$ cat src/rtl/uc_pkg.sv
// ---------------------------------------------------------------------------
// uc_pkg
// Shared definitions for the multicycle control unit:
//   - state_t     : state encodings driven on state_reg
//   - op_class_t  : instruction class produced by uc_decoder
//   - OP_*        : RV32I-subset major opcodes recognised by the unit
//   - ALU_*       : aluop encodings driven towards the datapath
// ---------------------------------------------------------------------------
package uc_pkg;

    typedef enum logic [3:0] {
        ST_IDLE       = 4'd0,
        ST_FETCH      = 4'd1,
        ST_DECODE     = 4'd2,
        ST_EXECUTE    = 4'd3,
        ST_WRITE_BACK = 4'd4,
        ST_MEM        = 4'd5,
        ST_TRAP       = 4'd6
    } state_t;

    typedef enum logic [2:0] {
        CLS_NONE   = 3'd0,
        CLS_R      = 3'd1,
        CLS_I      = 3'd2,
        CLS_LOAD   = 3'd3,
        CLS_STORE  = 3'd4,
        CLS_BRANCH = 3'd5
    } op_class_t;

    localparam logic [6:0] OP_R      = 7'b0110011;
    localparam logic [6:0] OP_I      = 7'b0010011;
    localparam logic [6:0] OP_LOAD   = 7'b0000011;
    localparam logic [6:0] OP_STORE  = 7'b0100011;
    localparam logic [6:0] OP_BRANCH = 7'b1100011;

    localparam logic [1:0] ALU_ADD    = 2'b00;
    localparam logic [1:0] ALU_BRANCH = 2'b01;
    localparam logic [1:0] ALU_FUNCT  = 2'b10;

    // Loads and stores both need a MEM phase after EXECUTE.
    function automatic logic is_mem_class(input op_class_t cls);
        return (cls == CLS_LOAD) || (cls == CLS_STORE);
    endfunction

endpackage

$ cat src/rtl/multicycle_uc_if.sv
// ---------------------------------------------------------------------------
// multicycle_uc_if
// Memory request handshake between the control unit and instruction/data
// memory.
//   mem_req   : control unit requests a memory access (FETCH, MEM)
//   mem_write : qualifies the request as a store
//   mem_ready : memory completes the current request this cycle
// Modports: master = control unit side, slave = memory side.
// ---------------------------------------------------------------------------
interface multicycle_uc_if;
    logic mem_req;
    logic mem_write;
    logic mem_ready;

    modport master (output mem_req, output mem_write, input mem_ready);
    modport slave  (input mem_req, input mem_write, output mem_ready);
endinterface

$ cat src/rtl/uc_decoder.sv
// ---------------------------------------------------------------------------
// uc_decoder
// Purely combinational opcode decode.
//   opcode_in : opcode to classify
//   op_class  : instruction class (CLS_NONE when unrecognised)
//   aluop     : ALU control for the EXECUTE phase of this class
//   legal     : opcode belongs to a supported class
// ---------------------------------------------------------------------------
module uc_decoder
    import uc_pkg::*;
#(
    parameter int OPCODE_W = 7
) (
    input  logic [OPCODE_W-1:0] opcode_in,
    output op_class_t           op_class,
    output logic [1:0]          aluop,
    output logic                legal
);

    always_comb begin
        op_class = CLS_NONE;
        aluop    = ALU_ADD;
        legal    = 1'b1;
        if (opcode_in == OPCODE_W'(OP_R)) begin
            op_class = CLS_R;
            aluop    = ALU_FUNCT;
        end else if (opcode_in == OPCODE_W'(OP_I)) begin
            op_class = CLS_I;
            aluop    = ALU_FUNCT;
        end else if (opcode_in == OPCODE_W'(OP_LOAD)) begin
            op_class = CLS_LOAD;
        end else if (opcode_in == OPCODE_W'(OP_STORE)) begin
            op_class = CLS_STORE;
        end else if (opcode_in == OPCODE_W'(OP_BRANCH)) begin
            op_class = CLS_BRANCH;
            aluop    = ALU_BRANCH;
        end else begin
            legal = 1'b0;
        end
    end

endmodule

$ cat src/rtl/multicycle_uc.sv
// ---------------------------------------------------------------------------
// multicycle_uc
// Multicycle control unit: IDLE/FETCH/DECODE/EXECUTE/MEM/WRITE_BACK/TRAP.
//
// Parameters:
//   OPCODE_W    : opcode width
//   WB_CYCLES   : cycles spent in WRITE_BACK (1..8)
//   MEM_TIMEOUT : max memory wait cycles (only with UC_MEM_TIMEOUT_EN)
//
// Ports:
//   clk, reset_n : clock (rising edge), asynchronous active-low reset
//   run          : keep executing instructions while high
//   opcode       : IR opcode field, sampled in DECODE
//   mem_bus      : memory handshake (mem_req / mem_write / mem_ready)
//   state_reg    : current state encoding
//   ir_load, pc_write : fetch completion strobes (gated by mem_ready)
//   branch, aluop     : EXECUTE controls
//   reg_write    : register-file write on the last WRITE_BACK cycle
//   illegal      : sticky illegal-opcode flag
//   timeout      : sticky memory-timeout flag
//
// Build option: define UC_MEM_TIMEOUT_EN to bound memory waits; without it
// waits are unbounded and timeout is constant 0.
// ---------------------------------------------------------------------------
module multicycle_uc
    import uc_pkg::*;
#(
    parameter int OPCODE_W    = 7,
    parameter int WB_CYCLES   = 1,
    parameter int MEM_TIMEOUT = 15
) (
    input  logic                clk,
    input  logic                reset_n,
    input  logic                run,
    input  logic [OPCODE_W-1:0] opcode,
    multicycle_uc_if.master     mem_bus,
    output logic [3:0]          state_reg,
    output logic                ir_load,
    output logic                pc_write,
    output logic                branch,
    output logic [1:0]          aluop,
    output logic                reg_write,
    output logic                illegal,
    output logic                timeout
);

    localparam int WB_W = (WB_CYCLES > 1) ? $clog2(WB_CYCLES) : 1;
    localparam logic [WB_W-1:0] WB_LAST = WB_W'(WB_CYCLES - 1);

    state_t              st_reg, st_next;
    logic [OPCODE_W-1:0] opcode_reg;
    logic [WB_W-1:0]     wb_cnt_reg;
    logic                illegal_reg;
    logic                illegal_set;
    logic                wait_expired;
    logic                mem_req_c, mem_write_c;
    state_t              eoi_state;

    op_class_t           dec_class;
    logic [1:0]          dec_aluop;
    logic                dec_legal;
    logic [OPCODE_W-1:0] dec_in;

    // In DECODE the legality check must see the live opcode (opcode_reg is
    // only being loaded this cycle); afterwards the latched copy is used so
    // EXECUTE/MEM controls depend on registered values only.
    assign dec_in = (st_reg == ST_DECODE) ? opcode : opcode_reg;

    uc_decoder #(.OPCODE_W(OPCODE_W)) u_decoder (
        .opcode_in (dec_in),
        .op_class  (dec_class),
        .aluop     (dec_aluop),
        .legal     (dec_legal)
    );

    // run is only looked at when an instruction finishes.
    assign eoi_state = run ? ST_FETCH : ST_IDLE;

    always_ff @(posedge clk or negedge reset_n) begin
        if (!reset_n) begin
            st_reg      <= ST_IDLE;
            opcode_reg  <= '0;
            wb_cnt_reg  <= '0;
            illegal_reg <= 1'b0;
        end else begin
            st_reg <= st_next;
            if (st_reg == ST_DECODE) begin
                opcode_reg <= opcode;
            end
            // Counter is zero whenever WRITE_BACK is entered.
            if (st_reg == ST_WRITE_BACK && st_next == ST_WRITE_BACK) begin
                wb_cnt_reg <= wb_cnt_reg + 1'b1;
            end else begin
                wb_cnt_reg <= '0;
            end
            if (illegal_set) begin
                illegal_reg <= 1'b1;
            end
        end
    end

    always_comb begin
        st_next     = st_reg;
        mem_req_c   = 1'b0;
        mem_write_c = 1'b0;
        ir_load     = 1'b0;
        pc_write    = 1'b0;
        branch      = 1'b0;
        aluop       = ALU_ADD;
        reg_write   = 1'b0;
        illegal_set = 1'b0;
        case (st_reg)
            ST_IDLE: begin
                if (run) begin
                    st_next = ST_FETCH;
                end
            end
            ST_FETCH: begin
                mem_req_c = 1'b1;
                if (mem_bus.mem_ready) begin
                    ir_load  = 1'b1;
                    pc_write = 1'b1;
                    st_next  = ST_DECODE;
                end else if (wait_expired) begin
                    st_next = ST_TRAP;
                end
            end
            ST_DECODE: begin
                if (dec_legal) begin
                    st_next = ST_EXECUTE;
                end else begin
                    illegal_set = 1'b1;
                    st_next     = ST_TRAP;
                end
            end
            ST_EXECUTE: begin
                aluop = dec_aluop;
                if (dec_class == CLS_BRANCH) begin
                    branch  = 1'b1;
                    st_next = eoi_state;
                end else if (is_mem_class(dec_class)) begin
                    st_next = ST_MEM;
                end else if (dec_class == CLS_R || dec_class == CLS_I) begin
                    st_next = ST_WRITE_BACK;
                end else begin
                    // opcode_reg was checked legal in DECODE; unreachable.
                    st_next = ST_TRAP;
                end
            end
            ST_MEM: begin
                mem_req_c   = 1'b1;
                mem_write_c = (dec_class == CLS_STORE);
                if (mem_bus.mem_ready) begin
                    st_next = (dec_class == CLS_LOAD) ? ST_WRITE_BACK : eoi_state;
                end else if (wait_expired) begin
                    st_next = ST_TRAP;
                end
            end
            ST_WRITE_BACK: begin
                if (wb_cnt_reg == WB_LAST) begin
                    reg_write = 1'b1;
                    st_next   = eoi_state;
                end
            end
            ST_TRAP: begin
                st_next = ST_TRAP;
            end
            default: begin
                st_next = ST_IDLE;
            end
        endcase
    end

`ifdef UC_MEM_TIMEOUT_EN
    localparam int WAIT_W = $clog2(MEM_TIMEOUT + 1);

    logic [WAIT_W-1:0] wait_cnt_reg;
    logic              timeout_reg;
    logic              in_wait;

    assign in_wait      = (st_reg == ST_FETCH || st_reg == ST_MEM) && !mem_bus.mem_ready;
    // Fires on the MEM_TIMEOUT-th consecutive cycle without mem_ready.
    assign wait_expired = in_wait && (wait_cnt_reg == WAIT_W'(MEM_TIMEOUT - 1));

    always_ff @(posedge clk or negedge reset_n) begin
        if (!reset_n) begin
            wait_cnt_reg <= '0;
            timeout_reg  <= 1'b0;
        end else begin
            if (in_wait && st_next == st_reg) begin
                wait_cnt_reg <= wait_cnt_reg + 1'b1;
            end else begin
                wait_cnt_reg <= '0;
            end
            if (wait_expired) begin
                timeout_reg <= 1'b1;
            end
        end
    end

    assign timeout = timeout_reg;
`else
    assign wait_expired = 1'b0;
    assign timeout      = 1'b0;
`endif

    assign state_reg         = st_reg;
    assign illegal           = illegal_reg;
    assign mem_bus.mem_req   = mem_req_c;
    assign mem_bus.mem_write = mem_write_c;

endmodule

$ cat src/flat_wrapper.sv
// flat-port wrapper written by rule: the top's interface ports become plain ports
module multicycle_uc_flat import uc_pkg::*;
#(
    parameter int OPCODE_W    = 7,
    parameter int WB_CYCLES   = 1,
    parameter int MEM_TIMEOUT = 15
)
  (clk, reset_n, run, opcode, state_reg, ir_load, pc_write, branch, aluop, reg_write, illegal, timeout, mem_bus_mem_req, mem_bus_mem_write, mem_bus_mem_ready);
  multicycle_uc_if mem_bus_i ();
  input  logic clk;
  input  logic reset_n;
  input  logic run;
  input  logic [OPCODE_W-1:0] opcode;
  output logic [3:0] state_reg;
  output logic ir_load;
  output logic pc_write;
  output logic branch;
  output logic [1:0] aluop;
  output logic reg_write;
  output logic illegal;
  output logic timeout;
  output wire logic [$bits(mem_bus_i.mem_req)-1:0] mem_bus_mem_req;
  output wire logic [$bits(mem_bus_i.mem_write)-1:0] mem_bus_mem_write;
  input wire logic [$bits(mem_bus_i.mem_ready)-1:0] mem_bus_mem_ready;
  assign mem_bus_mem_req = mem_bus_i.mem_req;
  assign mem_bus_mem_write = mem_bus_i.mem_write;
  assign mem_bus_i.mem_ready = mem_bus_mem_ready;
  multicycle_uc #(.OPCODE_W(OPCODE_W), .WB_CYCLES(WB_CYCLES), .MEM_TIMEOUT(MEM_TIMEOUT)) u_core (.clk(clk), .reset_n(reset_n), .run(run), .opcode(opcode), .mem_bus(mem_bus_i), .state_reg(state_reg), .ir_load(ir_load), .pc_write(pc_write), .branch(branch), .aluop(aluop), .reg_write(reg_write), .illegal(illegal), .timeout(timeout));
endmodule
$ cat config.mk
export PLATFORM = sky130hd
export DESIGN_NAME = multicycle_uc_flat
export DESIGN_NICKNAME = d
export VERILOG_FILES = /design/src/rtl/uc_pkg.sv /design/src/rtl/multicycle_uc_if.sv /design/src/rtl/uc_decoder.sv /design/src/rtl/multicycle_uc.sv /design/src/flat_wrapper.sv
export SDC_FILE = /design/constraint.sdc
export NUM_CORES = 1
export LEC_CHECK = 0
export BUFFER_PORTS_ARGS = -buffer_cell sky130_fd_sc_hd__clkbuf_2
export CAP_MARGIN = 40
export CORE_MARGIN = 2
export CORE_UTILIZATION = 48
export CTS_BUF_LIST = sky130_fd_sc_hd__clkbuf_16
export CTS_CLUSTER_DIAMETER = 60
export DETAILED_ROUTE_END_ITERATION = 8
export GPL_TIMING_DRIVEN = 0
export HOLD_SLACK_MARGIN = 0.08
export MAX_ROUTING_LAYER = met4
export PLACE_DENSITY = 0.76
export SLEW_MARGIN = 40
export SYNTH_ARGS = -nofsm -noshare
export SYNTH_HDL_FRONTEND = slang
export SYNTH_HIERARCHICAL = 1
export SYNTH_SLANG_ARGS = --single-unit
$ cat constraint.sdc
create_clock -name clk -period 3.7 [get_ports clk]
set_input_delay 0.185 -clock clk [delete_from_list [all_inputs] [get_ports clk]]
set_output_delay 0.185 -clock clk [all_outputs]
set_load 0.005 [all_outputs]
# == Yosys cells after proc, flatten, opt, wreduce, memory -nomap -nowiden ==
# Index checks and enable logic that the tools add are counted.
# word_totals
in_bits,11
elab_cells,66
ff_bits,13
output_inout_bits,14
# op_classes
addsub,1
muxes,39
eq_ne,17
reduce_logical,5
# op_table
operator,count
two-way mux 4 bit,7
case mux 4 bit (7 select lines),1
two-way mux 1 bit,20
two-way mux 3 bit,6
equality test 4 x 3 -> 1 bit (second input constant),4
equality test 7 x 6 -> 1 bit (second input constant),2
equality test 4 x 2 -> 1 bit (second input constant),2
two-way mux 2 bit,4
equality test 7 x 2 -> 1 bit (second input constant),1
equality test 7 x 5 -> 1 bit (second input constant),1
equality test 7 bit (second input constant),1
two-way mux 7 bit,1
equality test 3 x 2 -> 1 bit (second input constant),2
equality test 3 bit (second input constant),2
equality test 4 x 1 -> 1 bit (second input constant),1
logical NOT 4 bit,1
equality test 3 x 1 -> 1 bit (second input constant),1
logical OR 1 bit,2
OR reduction 2 bit,1
adder 1 bit (second input constant),1
logical AND 1 bit,1

# == Logic depth before layout (Yosys ltp) ==
# Gate-level depths: netlist of run 1.
# logic_depth
word_depth,17
mapped_depth,11
mapped_depth_nobuf,10

# == Hierarchy ==
# The synthesis of run 1 kept the hierarchy.
# modules_own_cells
module,seq_area_each_um2,n_inst,area_per_inst_um2,cells_per_inst
multicycle_uc,325.3,1,680.7,67
uc_decoder,0.0,1,76.3,12

# == Worst setup path before layout of run 1 ==
# Ideal clock, no wire load.
# synth_path
path_type,flip-flop to flip-flop
start,"register u_core.st_reg[2], in the netlist u_core/state_reg[2]"
end,"register u_core.st_reg[0], in the netlist u_core/state_reg[0]"
required_time_ns,3.576
path_buffers,1
path_stages_with_launch,11
slack_ns,0.487
synth_period_minus_slack_ns,3.213
arrival_time_ns,3.089
setup_time_ns,0.124
cell_sequence,dfrtp_1 -> clkbuf_1 -> nor3_2 -> mux2_2 -> and4bb_1 -> nand2b_1 -> nor2_1 -> and3b_1 -> and2_4 -> or4_1 -> a211o_1
# synth_between
elab_cells_between_ends,33
cone_classes,eq/ne: 14; mux: 17; reduce/logical: 2
# synth_rtl
item,line_no,source
from (decl),multicycle_uc.sv:50,"state_t st_reg, st_next;"
from (signal assigned),multicycle_uc.sv:86,st_reg <= st_next;
equality test 4 x 2 -> 1 bit (*),multicycle_uc.sv:67,assign dec_in = (st_reg == ST_DECODE) ? opcode : opcode_reg;
two-way mux 7 bit (*),multicycle_uc.sv:67,
via u_core.dec_in[2],multicycle_uc.sv:62,logic [OPCODE_W-1:0] dec_in;
equality test 7 x 6 -> 1 bit,uc_decoder.sv:32,end else if (opcode_in == OPCODE_W'(OP_STORE)) begin
two-way mux 3 bit,uc_decoder.sv:32,
two-way mux 3 bit,uc_decoder.sv:30,end else if (opcode_in == OPCODE_W'(OP_LOAD)) begin
two-way mux 3 bit,uc_decoder.sv:27,end else if (opcode_in == OPCODE_W'(OP_I)) begin
two-way mux 3 bit (*),uc_decoder.sv:24,if (opcode_in == OPCODE_W'(OP_R)) begin
via u_core.dec_class[1],multicycle_uc.sv:59,op_class_t dec_class;
equality test 3 x 2 -> 1 bit / equality test 3 bit (equally long branches),"uc_pkg.sv:42, multicycle_uc.sv:154",
logical OR 1 bit,uc_pkg.sv:42,return (cls == CLS_LOAD) || (cls == CLS_STORE);
two-way mux 4 bit,multicycle_uc.sv:141,end else if (is_mem_class(dec_class)) begin
two-way mux 4 bit,multicycle_uc.sv:138,if (dec_class == CLS_BRANCH) begin
case mux 4 bit (7 select lines) (*),multicycle_uc.sv:112,case (st_reg)
via u_core.st_next[0],multicycle_uc.sv:50,
# Mark *: on every way through the listed nets, which the timed path passes. The rest lies on a longest branch.
# A chain may end at the register's enable or synchronous reset.

# == Final worst setup path of run 1 ==
# Ends and elaborated chain as after synthesis.

==> results.md, run 1 <==
- Status: complete, no violations
- Crit-path max FO: 10
- Final Slew Violations: 0
- Fin area: 995 um2
- Final nets: 121
- Max-Cap Viols: 0
- Mean post-synth cell area: 9.58 um2
- Tcrit/Tclk final: 0.914
- Final Hold Fails: 0
- Hold path depth: 2
- Die Y-Extent: 43.7 um
- Final WL: 1570 um
- Synth Warn #: 6
- Initial drt markers: 6
- H-tree depth: 1
- Pint: 474 uW
- Area occupied by multi-input gates: 402 um2
- Top delay family on crit path: simple AND/OR/NAND/NOR gates
- First-pass GRT wire length: 2870 um
- # setup viols final: 0
- Row count: 14
- Worst path slowest cell: or4_1
- Critical R2R Capture: u_core/state_reg[0]$_DFF_PN0_
- TritonCTS Sinks: 13
- GRT Resource Usage Total: 0.210
- Boundary Pins: 25
- Number of global-route vias before repair: 682
- DP Area: 900 um2
- Number of diodes: 0
- Reg2Reg Launch Point: u_core/state_reg[2]$_DFF_PN0_
- Worst path bufs/invs: 1
- Required @ worst endpoint: 3820 ps
- Reg area: 325 um2
- CTS root buffer: clkbuf_16
- R2R depth: 10
- Core area: 1490 um2
- Flop pwr share: 0.327
- Synth cell types: 32
- Top cells by area, synth: dfrtp_1 (43%), mux2_2 (10%), nor2_1 (3.5%)
- Ys flop type: dfrtp_1
- Commonest cells in the netlist: dfrtp_1 (13), mux2_2 (7), nor2_1 (7)
- Setup TNS: 0 ps
- Worst-case clock buffer depth: 2
- Hold WC Path Type: in2reg
- PwrDens: 702 nW/um2
- Cell count after synthesis: 79
- Switching power total: 224 uW
- Leakage: 0.498 nW
- Total congestion overflow: 0
- Sequential area share after synthesis: 0.430
- Synthesized area: 757 um2
- CTS tree: built
- Fmax: 296 MHz
- WL/cell: 12.6 um
- Clock power frac: 0.281
- Die ar.: 1910 um2
- DP HPWL: 1170 um
- WP data arrival: 3500 ps
- CP Capture Type: flip-flop
- Via count: 663
- Drt drc: 0
- Post-synth top area share: 0.430
- Clock transition at path regs: 40 ps
- Layout cells sized above 1: 0.358
- Effective utilization at floorplan: 0.508
- Hold_sp: run
- Pin count of the biggest net entering global routing: 14
- CP peak stage delay: 490 ps
- Port buffer count: 23
- Worst-Skew Late Latency: 240 ps
- Synth Register Bits: 13
- Most frequent cell after synthesis: dfrtp_1
- Fraction of registers with async set/reset: 1.00
- Antenna violations before repair: 0
- Worst path cell trace: clkbuf_1 -> nor3_4 -> mux2_2 -> and4bb_1 -> nand2b_1 -> nor2_1 -> and3b_1 -> and2_4 -> or4_1 -> a211o_1
- Final Critical Period: 3380 ps
- GPL Wtd Cong: 0.877
- Reg-to-reg slack, setup: 320 ps
- Startpoint Class: flip-flop
- Switching Share: 0.322
- Synth area leader: dfrtp_1
- Via density: 5.30
- Setup CP Type: reg2reg
- Drt pass-1 iters: 4
- Post-route ant nets: 0
- Max reg flops: 7
- Unrepaired setup endpoints after global routing: no
- Area delta synth->final: 31.4%
- Die Wd: 43.7 um
- Clk_skew: 0.917 ps
- Comb pwr share: 0.392
- Peak supply drop: 0.421 mV
- Total CTS buffers: 3
- Post-synth EDFFs: 0
- Hold EP: u_core/state_reg[0]$_DFF_PN0_
- # fillers: 135
[cells by family after synthesis]
kind of cell | Yosys count | share of synthesized area
xor gates and xnor gates | 1 | 0.0116
buffers and inverters | 9 | 0.0578
muxes | 8 | 0.117
other | 1 | 0.00495
AOI/OAI and AO/OA | 11 | 0.0909
and+or+nand+nor | 36 | 0.288
DFF | 13 | 0.430
[power groups by stage]
stage                     registers [mW]  clock network, mW  logic (mW)
after floorplan                    0.225                  0       0.196
after global placement             0.227                  0       0.259
after detailed placement           0.230                  0       0.268
after CTS                          0.229              0.200       0.273
after global routing               0.237              0.207       0.312
final                              0.228              0.196       0.274
[placed cells by master, fill, tap and decap left out, drive strengths merged]
cell	Yosys	layout
a32oi	1	1
nor4	2	2
inv	4	5
conb	1	3
a21oi	3	3
xor2	1	1
clkbuf	1	27
nor3	2	2
o21ai	4	4
nor4bb	1	1
nor3b	1	1
a211o	1	1
dfrtp	13	13
and3	3	3
and4bb	1	1
or4	1	1
nand3b	2	2
or3	1	1
mux2	7	7
nand2b	3	3
buf	4	4
dlygate4sd3	0	1
and3b	1	1
mux2i	1	1
nor2	7	7
nand3	2	2
o2bb2ai	1	1
a21o	1	1
nand2	4	4
and2	5	5
[through the flow]
stage | setup WS, ps | hold WS [ps] | total power, mW | instances | utilization
global placement | 235 | 90.1 | 0.486 | 120 | 0.604
CTS | 165 | 178 | 0.703 | 125 | 0.664
global route | 53.9 | 182 | 0.755 | 125 | 0.668
detailed placement | 169 | 93.2 | 0.498 | 120 | 0.604
floorplan | 487 | -111 | 0.421 | 81 | -
finish | 318 | 179 | 0.698 | 125 | 0.668
[final cells by class]
class / count / share of cell area
Timing Repair Buffer: 24 / 0.126
Sequential cell: 13 / 0.327
Tap cell: 16 / 0.0201
Clock inverter: 1 / 0.00377
Clock buffer: 3 / 0.0755
Buffer: 5 / 0.0289
Inverter: 4 / 0.0151
Multi-Input combinational cell: 59 / 0.404
[routing by layer]
layer  track usage  part of all wire
met1         0.249              0.42
met2         0.335              0.51
met3        0.0583             0.062
met4        0.0848            0.0038
met5             -                 0
[worst max-delay path by stage]
stage,to,from,slack (ps),depth (start not counted)
after floorplan,u_core/state_reg[0]$_DFF_PN0_,u_core/state_reg[2]$_DFF_PN0_,490,10
after global placement,u_core/state_reg[0]$_DFF_PN0_,u_core/state_reg[2]$_DFF_PN0_,240,10
after detailed placement,u_core/state_reg[0]$_DFF_PN0_,u_core/state_reg[2]$_DFF_PN0_,170,10
after CTS,u_core/state_reg[0]$_DFF_PN0_,u_core/state_reg[2]$_DFF_PN0_,160,10
after global routing,u_core/state_reg[0]$_DFF_PN0_,u_core/state_reg[2]$_DFF_PN0_,50,10
final,u_core/state_reg[0]$_DFF_PN0_,u_core/state_reg[2]$_DFF_PN0_,320,10
[repair_timing]
| item | CTS | global route |
|---|---|---|
| endpoints found under the hold margin | 13 | 0 |
| setup endpoints to repair | 0 | 1 |
| resized for setup | 0 | 1 |
| hold buffers | 1 | 0 |
| buffers inserted | 0 | 0 |
(Power assumes the default switching activity.)
==> inputs of run 2 (changes only) <==
--- a/config.mk
+++ b/config.mk
@@ -16,6 +16,7 @@
 export HOLD_SLACK_MARGIN = 0.08
 export MAX_ROUTING_LAYER = met4
 export PLACE_DENSITY = 0.76
+export RECOVER_POWER = 25
 export SLEW_MARGIN = 40
 export SYNTH_ARGS = -nofsm -noshare
 export SYNTH_HDL_FRONTEND = slang
==> run 2 against run 1 <==
Against the previous run: cell count unchanged; sequential share of layout area about the same; highest routed layer unchanged; register-to-register slack about the same; clock skew about the same; largest power group unchanged; sequential power about the same; via count unchanged; utilization down 0.084 points; first-iteration DRC count unchanged.
==> results.md, run 2 (synthesized netlist as in run 1, its figures left out) <==
- Status: complete, no violations
- Clock transition at path regs: 40 ps (about the same)
- TritonCTS Sinks: 13 (unchanged)
- Final Hold Fails: 0 (unchanged)
- Layout cells sized above 1: 0.349 (-0.00917)
- Die Wd: 43.7 um (unchanged)
- Final Critical Period: 3380 ps (+0.376 ps)
- Die Y-Extent: 43.7 um (unchanged)
- DP HPWL: 1170 um (unchanged)
- Row count: 14 (unchanged)
- Antenna violations before repair: 0 (unchanged)
- Switching power total: 225 uW (about the same)
- Final Slew Violations: 0 (unchanged)
- CP Capture Type: flip-flop
- Fmax: 296 MHz (about the same)
- Clk_skew: 0.906 ps (-0.0114 ps)
- Via count: 663 (unchanged)
- Peak supply drop: 0.421 mV (about the same)
- Initial drt markers: 6 (unchanged)
- Total CTS buffers: 3 (unchanged)
- Crit-path max FO: 10 (unchanged)
- Switching Share: 0.322 (about the same)
- Min Hold Slack: 179 ps (-0.00100 ps)
- Unrepaired setup endpoints after global routing: no
- Required @ worst endpoint: 3820 ps (about the same)
- Max reg flops: 7 (unchanged)
- Setup TNS: 0 ps (unchanged)
- Comb pwr share: 0.392 (about the same)
- Leakage: 0.495 nW (-0.60%)
- Most common cell after layout, fill and taps aside: clkbuf_2
- Worst-Skew Late Latency: 240 ps (about the same)
- CTS root buffer: clkbuf_16
- Total congestion overflow: 0 (unchanged)
- Final WS setup: 318 ps (-0.376 ps)
- Post-CTS Setup Inserts: 0 (unchanged)
- Drt drc: 0 (unchanged)
- Boundary Pins: 25 (unchanged)
- Post-route ant nets: 0 (unchanged)
- Clock power frac: 0.281 (about the same)
- Number of global-route vias before repair: 682 (unchanged)
- Most frequent cells in the layout: clkbuf_2 (22), dfrtp_1 (13), nor2_1 (7), mux2_2 (7), inv_1 (5)
- Worst-case clock buffer depth: 2 (unchanged)
- GPL Wtd Cong: 0.877 (unchanged)
- H-tree depth: 1 (unchanged)
- PwrDens: 702 nW/um2 (+0.11%)
- Slew headroom: 0.542
- GRT Resource Usage Total: 0.210 (unchanged)
- Drt pass-1 iters: 4 (unchanged)
- Max-Cap Viols: 0 (unchanged)
- Worst slew pin tran: 686 ps
- Pin count of the biggest net entering global routing: 14 (unchanged)
- Via density: 5.30 (unchanged)
- CTS tree: built
- Setup CP Type: reg2reg
- First-pass GRT wire length: 2870 um (unchanged)
- Dpl ws: 169 ps (unchanged)
- Effective utilization at floorplan: 0.508 (unchanged)
- Die ar.: 1910 um2 (unchanged)
- Reg-to-reg slack, setup: 320 ps (about the same)
- Tcrit/Tclk final: 0.914 (about the same)
- Final nets: 121 (unchanged)
- WP data arrival: 3500 ps (about the same)
- Port buffer count: 23 (unchanged)
- Area delta synth->final: 31.2%
- # setup viols final: 0 (unchanged)
- Final WL: 1570 um (about the same)
- Startpoint Class: flip-flop
- Flop pwr share: 0.327 (about the same)
- Core area: 1490 um2 (unchanged)
- Hold WC Path Type: in2reg
- Number of diodes: 0 (unchanged)
- WL/cell: 12.6 um (about the same)
- Pint: 473 uW (about the same)
-- run 2: layer usage --
layer	vias to the layer above	track usage	share of wire
met5	-	-	0
met2	23	0.335	0.51
li1	335	-	-
met1	303	0.249	0.42
met3	2	0.0583	0.062
met4	0	0.0848	0.0038
-- run 2: power groups by stage --
stage / logic (mW) / clock network, mW / registers [mW]
after floorplan: 0.196 / 0 / 0.225
after global placement: 0.259 / 0 / 0.227
after detailed placement: 0.268 / 0 / 0.230
after CTS: 0.273 / 0.200 / 0.229
after global routing: 0.311 / 0.207 / 0.237
final: 0.273 / 0.196 / 0.228
-- run 2: path summary, 6_finish.rpt --
| path | start | end | cells past startpoint |
|---|---|---|---|
| max | u_core/state_reg[2]$_DFF_PN0_ | u_core/state_reg[0]$_DFF_PN0_ | 10 |
| min | run | u_core/state_reg[0]$_DFF_PN0_ | 2 |
| max reg2reg | u_core/state_reg[2]$_DFF_PN0_ | u_core/state_reg[0]$_DFF_PN0_ | 10 |
| min reg2reg | u_core/illegal$_DFFE_PN0P_ | u_core/illegal$_DFFE_PN0P_ | 1 |
| max in group asynchronous | reset_n | u_core/state_reg[2]$_DFF_PN0_ | 2 |
| min in group asynchronous | reset_n | u_core/opcode_reg[0]$_DFF_PN0_ | 2 |
-- run 2: cell type report --
type	instances	area (um2)
fill	134	495
multi-input combinational	59	402
sequential	13	325
timing repair buffer	24	124
clock buffer	3	75.1
buffer	5	28.8
tap	16	20.0
inverter	4	15.0
clock inverter	1	3.75
-- run 2: per-stage QoR --
stage	instance area (um2)	power, mW	std cells	utilization
after floorplan	764	0.421	81	-
after global placement	900	0.486	120	0.604
after detailed placement	900	0.498	120	0.604
after CTS	988	0.703	125	0.664
after global routing	993	0.755	125	0.667
final	993	0.698	125	0.667
-- run 2: worst max-delay path: stages, from the launching register on --
cell and delay [ps]:
dfrtp_1 390, clkbuf_1 230, nor3_4 420, mux2_2 390, and4bb_1 310, nand2b_1 100
nor2_1 240, and3b_1 230, and2_4 160, or4_1 490, a211o_1 310
-- run 2: timing repair --
item	in CTS	in global routing
resized for setup	0	1
hold endpoints to repair	13	0
endpoints found under the setup margin	0	1
hold buffers	1	0
